===== src/rtl/i2c_target.sv =====
// I2C target: filtered SCL/SDA, START/STOP detect, 7-bit address match, byte write/read.
// Latency: pin to filtered level 2+FILT clks; FSM acts one clk after the filtered edge strobe.
// Backpressure: none; every write byte is ACKed; read data must be valid on tx_data by the next SCL fall after tx_req.
module i2c_target #(
    parameter logic [6:0] TARGET_ADDR = 7'h50,
    parameter int         FILT        = 3
) (
    input  logic       clk,
    input  logic       rst,
    input  logic       scl_in,
    input  logic       sda_in,
    output logic       sda_oe,
    output logic [7:0] rx_data,
    output logic       rx_valid,
    output logic       tx_req,
    input  logic [7:0] tx_data,
    output logic       start_det,
    output logic       stop_det,
    output logic       busy
);

    localparam logic [3:0] FILT_C = 4'(FILT);

    typedef enum logic [2:0] {
        IDLE, ADDR, ADDR_ACK, WR_DATA, WR_ACK, RD_DATA, RD_ACK, WAIT_STOP
    } state_t;

    // channel 0 = SCL, channel 1 = SDA
    logic [1:0] sync1_q, sync2_q, filt_q, filt_prev_q;
    logic [3:0] cnt_q [2];

    state_t     state_q;
    logic [2:0] bit_cnt_q;
    logic [7:0] shift_q;
    logic       rw_q;
    logic       rd_ack_ok_q;
    logic       sda_oe_q;
    logic [7:0] rx_data_q;
    logic       rx_valid_q, tx_req_q, start_det_q, stop_det_q, busy_q;

    logic scl_f, sda_f, scl_rise, scl_fall, sda_rise, sda_fall;
    logic start_cond, stop_cond;

    // Synchronize both pins and only move the filtered level after FILT consecutive differing samples
    always_ff @(posedge clk) begin
        if (rst) begin
            sync1_q     <= 2'b11;
            sync2_q     <= 2'b11;
            filt_q      <= 2'b11;
            filt_prev_q <= 2'b11;
            cnt_q[0]    <= '0;
            cnt_q[1]    <= '0;
        end else begin
            sync1_q     <= {sda_in, scl_in};
            sync2_q     <= sync1_q;
            filt_prev_q <= filt_q;
            for (int i = 0; i < 2; i++) begin
                if (sync2_q[i] != filt_q[i]) begin
                    if (cnt_q[i] == FILT_C - 4'd1) begin
                        filt_q[i] <= sync2_q[i];
                        cnt_q[i]  <= '0;
                    end else begin
                        cnt_q[i] <= cnt_q[i] + 4'd1;
                    end
                end else begin
                    cnt_q[i] <= '0;
                end
            end
        end
    end

    // Edge strobes and bus conditions; SCL must have been high on both sides of the SDA edge
    always_comb begin
        scl_f      = filt_q[0];
        sda_f      = filt_q[1];
        scl_rise   = filt_q[0] & ~filt_prev_q[0];
        scl_fall   = ~filt_q[0] & filt_prev_q[0];
        sda_rise   = filt_q[1] & ~filt_prev_q[1];
        sda_fall   = ~filt_q[1] & filt_prev_q[1];
        start_cond = sda_fall & scl_f & filt_prev_q[0];
        stop_cond  = sda_rise & scl_f & filt_prev_q[0];
    end

    // Protocol FSM; START/STOP take priority over every state, sda_oe only moves after an SCL fall
    always_ff @(posedge clk) begin
        if (rst) begin
            state_q     <= IDLE;
            bit_cnt_q   <= '0;
            shift_q     <= '0;
            rw_q        <= 1'b0;
            rd_ack_ok_q <= 1'b0;
            sda_oe_q    <= 1'b0;
            rx_data_q   <= 8'h00;
            rx_valid_q  <= 1'b0;
            tx_req_q    <= 1'b0;
            start_det_q <= 1'b0;
            stop_det_q  <= 1'b0;
            busy_q      <= 1'b0;
        end else begin
            rx_valid_q  <= 1'b0;
            tx_req_q    <= 1'b0;
            start_det_q <= 1'b0;
            stop_det_q  <= 1'b0;
            if (start_cond) begin
                state_q     <= ADDR;
                bit_cnt_q   <= '0;
                sda_oe_q    <= 1'b0;
                start_det_q <= 1'b1;
                busy_q      <= 1'b1;
            end else if (stop_cond) begin
                state_q    <= IDLE;
                sda_oe_q   <= 1'b0;
                stop_det_q <= 1'b1;
                busy_q     <= 1'b0;
            end else begin
                case (state_q)
                    IDLE: ;
                    ADDR: begin
                        if (scl_rise) begin
                            shift_q   <= {shift_q[6:0], sda_f};
                            bit_cnt_q <= bit_cnt_q + 3'd1;
                            if (bit_cnt_q == 3'd7) begin
                                // shift_q[6:0] holds the 7 address bits, sda_f is R/W
                                rw_q    <= sda_f;
                                state_q <= (shift_q[6:0] == TARGET_ADDR) ? ADDR_ACK : WAIT_STOP;
                            end
                        end
                    end
                    ADDR_ACK: begin
                        if (scl_rise && sda_oe_q && rw_q) tx_req_q <= 1'b1;
                        if (scl_fall) begin
                            if (!sda_oe_q) begin
                                sda_oe_q <= 1'b1;
                            end else if (rw_q) begin
                                shift_q   <= tx_data;
                                sda_oe_q  <= ~tx_data[7];
                                bit_cnt_q <= '0;
                                state_q   <= RD_DATA;
                            end else begin
                                sda_oe_q  <= 1'b0;
                                bit_cnt_q <= '0;
                                state_q   <= WR_DATA;
                            end
                        end
                    end
                    WR_DATA: begin
                        if (scl_rise) begin
                            shift_q   <= {shift_q[6:0], sda_f};
                            bit_cnt_q <= bit_cnt_q + 3'd1;
                            if (bit_cnt_q == 3'd7) begin
                                rx_data_q  <= {shift_q[6:0], sda_f};
                                rx_valid_q <= 1'b1;
                                state_q    <= WR_ACK;
                            end
                        end
                    end
                    WR_ACK: begin
                        if (scl_fall) begin
                            if (!sda_oe_q) begin
                                sda_oe_q <= 1'b1;
                            end else begin
                                sda_oe_q  <= 1'b0;
                                bit_cnt_q <= '0;
                                state_q   <= WR_DATA;
                            end
                        end
                    end
                    RD_DATA: begin
                        if (scl_fall) begin
                            if (bit_cnt_q == 3'd7) begin
                                sda_oe_q    <= 1'b0;
                                bit_cnt_q   <= '0;
                                rd_ack_ok_q <= 1'b0;
                                state_q     <= RD_ACK;
                            end else begin
                                sda_oe_q  <= ~shift_q[6];
                                shift_q   <= {shift_q[6:0], 1'b0};
                                bit_cnt_q <= bit_cnt_q + 3'd1;
                            end
                        end
                    end
                    RD_ACK: begin
                        if (scl_rise) begin
                            if (!sda_f) begin
                                tx_req_q    <= 1'b1;
                                rd_ack_ok_q <= 1'b1;
                            end else begin
                                state_q <= WAIT_STOP;
                            end
                        end else if (scl_fall && rd_ack_ok_q) begin
                            shift_q   <= tx_data;
                            sda_oe_q  <= ~tx_data[7];
                            bit_cnt_q <= '0;
                            state_q   <= RD_DATA;
                        end
                    end
                    WAIT_STOP: ;
                    default: state_q <= IDLE;
                endcase
            end
        end
    end

    assign sda_oe    = sda_oe_q;
    assign rx_data   = rx_data_q;
    assign rx_valid  = rx_valid_q;
    assign tx_req    = tx_req_q;
    assign start_det = start_det_q;
    assign stop_det  = stop_det_q;
    assign busy      = busy_q;

endmodule


===== config.mk =====
export PLATFORM = sky130hd
export DESIGN_NAME = i2c_target
export DESIGN_NICKNAME = d
export VERILOG_FILES = /design/src/rtl/i2c_target.sv
export SDC_FILE = /design/constraint.sdc
export NUM_CORES = 1
export LEC_CHECK = 0
export CAP_MARGIN = 10
export CORE_UTILIZATION = 50
export CTS_CLUSTER_DIAMETER = 80
export DETAILED_ROUTE_END_ITERATION = 8
export PLACE_DENSITY = 0.68
export SYNTH_ARGS = -nofsm -noshare
export SYNTH_HDL_FRONTEND = slang
export SYNTH_SLANG_ARGS = --single-unit

===== constraint.sdc =====
create_clock -name clk -period 2.2 [get_ports clk]
set_input_delay 0.33 -clock clk [delete_from_list [all_inputs] [get_ports clk]]
set_output_delay 0.33 -clock clk [all_outputs]
set_load 0.02 [all_outputs]

==> out/metrics.cfg <==
[floorplan]
core_area_um2=4470
dieArea_um2=5070
die_h_um=71.2
die_w_um=71.2
ios=26
initial_utilization_pct=53.6
fp-row-count=24

[route]
wl_um=5190
avgRoutedWirePerCell_um=14.8
vias=2089
antenna_left=0
drc_errors=2
drt-pass1-iter-count=7
viasPerCell=5.95
drt_iter0_markers=194

[synth]
synth-edff-count=8
yosys.area_share.simple_pct=22.9
muxShareOfSynthArea_pct=7.52
synth_top_area_share_pct=30.9
yosys.area.top_type=dfxtp_1
synth_compound_area_share_pct=18.6
ys_ff_latch=45
synth_seq_area_share_pct=40.9
yosys-top-cells-area=dfxtp_1 31%, edfxtp_1 10%, mux2i_1 7.5%
syn-cell-area_um2=2400
syn_avg_cell_area_um2=9.15
synth_top_flop_cell=dfxtp_1
syn_inst=262
synth_cell_types=57
yosys_warnings=0
synthXorXnorAreaFrac_pct=2.19
synthAdderAreaFrac_pct=3.13
synth_top_family_by_area=simple AND/OR/NAND/NOR gates
async_reset_ff_share_pct=0

[timing]
worst_pin_slew_ns=0.695
relSlewSlack_pct=53.6
rsz0062_at_grt=no
setup_slack_ns=0.221
slew_viol_final=0
fin_crit_ns=1.98
setup_viol_count_final=0
finalHoldViolCount=0
max_freq_mhz=505
setup_tns_ns=0
finalCritPeriodShare_pct=89.9
clock_skew_ns=0.00546

[run_status]
violations=design-rule violations
status=finished with violations

[clock_tree]
cts_setup_buffers=0
cts-hold-fix-buffers=0
cts_buffers=5
clock_path_buffers=2
htreeDepth=2
cts_tree=done
clk_latency_ns=0.30
cts_num_sinks=45
clkTransAtPathRegs_ns=0.09
cts_root_buf=clkbuf_8

[power]
leakagePower_uw=0.00111
ir_drop_mv=0.436
pwr_density_cell_nw_per_um2=612

[min_path]
worst_hold_startpoint=sync1_q[0]$_SDFF_PP1_
hp-class=reg -> reg
worstHoldEndpoint=sync2_q[0]$_SDFF_PP1_
hold_depth=1

[critical_path]
crit_arrival_ns=2.21
cp_max_fo=22
timing.rr.end=shift_q[1]$_SDFFE_PP0P_
start_kind=register
r2r_slack_ns=0.22
end_kind=register
rr_worst_depth=4
reg2reg_from=state_q[1]$_SDFFE_PP0P_
crit_required_ns=2.43
critical_path_class=reg -> reg

[global_route]
grt_pass1_wl_um=8800
grt_pass1_vias=1906
track_usage_pct=22.2
grt_overflow=0
grt_max_degree=23
antenna_found_initial=0

[cells_and_area]
nNetsFinal=316
diodes=0
drive_gt1_share_pct=12.4
syn_to_final_growth_pct=19.6

[placement]
io_buffers=25
place_hpwl_um=3680
pre_cts_slack_ns=0.178
gp_congestion=0.889

[run]
cap_violations=0

cells in the mapped netlist, drive strengths merged, types with 3 or more instances:
cell and instances:
a211o 4, a21oi 21, a311oi 3, buf 10, clkbuf 5, dfxtp 37, edfxtp 8, ha 6
inv 8, mux2i 18, nand2 7, nand2b 9, nand3 5, nand3b 3, nor2 27, nor2b 8
nor3 5, nor3b 3, o21ai 17, o21bai 3, o31ai 3, or2 8, or3 11, xnor2 4
metal layers:
layer | routed length, µm | vias up | track usage, %
li1 | - | 1014 | -
met4 | 126 | 0 | 11.1
met2 | 2390 | 67 | 34.1
met3 | 234 | 9 | 3.38
met5 | 0 | - | 0
met1 | 2440 | 999 | 30.6
registers in the layout (all words and copies together), names as in the netlist, 2 cells and up:
name,flops
sync2_q,2
state_q,3
sync1_q,2
filt_q,2
cnt_q,8
shift_q,7
filt_prev_q,2
rx_data,8
bit_cnt_q,3
area by class of cell:
| type | count | area, µm² |
|---|---|---|
| clock buffers | 5 | 68.8 |
| flip-flops and latches | 45 | 982 |
| fillers | 378 | 1610 |
| inverters | 8 | 30.0 |
| well taps | 52 | 65.1 |
| clock inverters | 3 | 43.8 |
| multi-input cells | 201 | 1340 |
| repair buffers | 37 | 340 |
report_power, final:
group	switching (µW)	internal [µW]	total [µW]
logic	112	103	214
clock network	298	341	639
registers	36.4	865	901
how the worst max path moves through the flow:
stage / from / to
4_1_cts: bit_cnt_q[0]$_SDFFE_PP0P_ / shift_q[1]$_SDFFE_PP0P_
2_1_floorplan: bit_cnt_q[0]$_SDFFE_PP0P_ / state_q[1]$_SDFFE_PP0P_
6_report: state_q[1]$_SDFFE_PP0P_ / shift_q[1]$_SDFFE_PP0P_
3_5_place_dp: state_q[0]$_SDFFE_PP0P_ / state_q[1]$_SDFFE_PP0P_
3_3_place_gp: state_q[0]$_SDFFE_PP0P_ / state_q[1]$_SDFFE_PP0P_
5_1_grt: bit_cnt_q[0]$_SDFFE_PP0P_ / state_q[1]$_SDFFE_PP0P_
cells in the final DEF (no fill, tap or decap), types with 2 or more instances in the layout:
master	n
ha_1	6
edfxtp_1	8
nand2b_1	9
nand3_1	5
o21ai_0	12
a311oi_1	3
or2_2	7
clkbuf_8	5
nor2b_1	8
o21ai_1	5
nor3_1	5
o31ai_1	3
clkdlybuf4s50_1	25
dfxtp_1	36
conb_1	8
nor2_1	26
a211o_1	4
o21bai_1	3
nor3b_1	2
mux2i_1	18
nand3b_1	3
inv_1	8
nand2_1	5
or3_1	11
xnor2_1	4
and3b_1	2
xor2_1	2
a211oi_1	2
a21oi_1	20
buf_4	12
nand2_2	2
cell families (layout without fill, tap and decap cells):
kind of cell / Yosys count / in the layout
flip-flops: 45 / 45
AND/OR/NAND/NOR: 95 / 95
other: 1 / 8
multiplexers: 18 / 18
AO/OA/AOI/OAI: 68 / 68
XOR/XNOR: 6 / 6
adder cells (fa/ha/maj): 6 / 6
buffers and inverters: 23 / 53
stage by stage:
step | area, µm² | std cells | total power (µW) | util (%) | hold WS (ns)
global route | 2870 | 351 | 1830 | 64.0 | 0.439
global placement | 2750 | 343 | 1130 | 61.4 | 0.393
detailed placement | 2750 | 343 | 1130 | 61.4 | 0.394
CTS | 2860 | 351 | 1760 | 63.9 | 0.416
finish | 2870 | 351 | 1750 | 64.0 | 0.415
floorplan | 2420 | 269 | 1060 | - | 0.389
critical path, stage by stage (launching register included):
cell and delay, ns:
dfxtp_1 0.78, o21ai_0 0.20, o221a_2 0.40, or3_1 0.38, a21oi_1 0.17
what timing repair did:
action                                 CTS  global route
endpoints found under the hold margin    0             0
gates resized for setup                  0             2
setup endpoints to repair                0             8
Power figures use the tool's default switching activity.
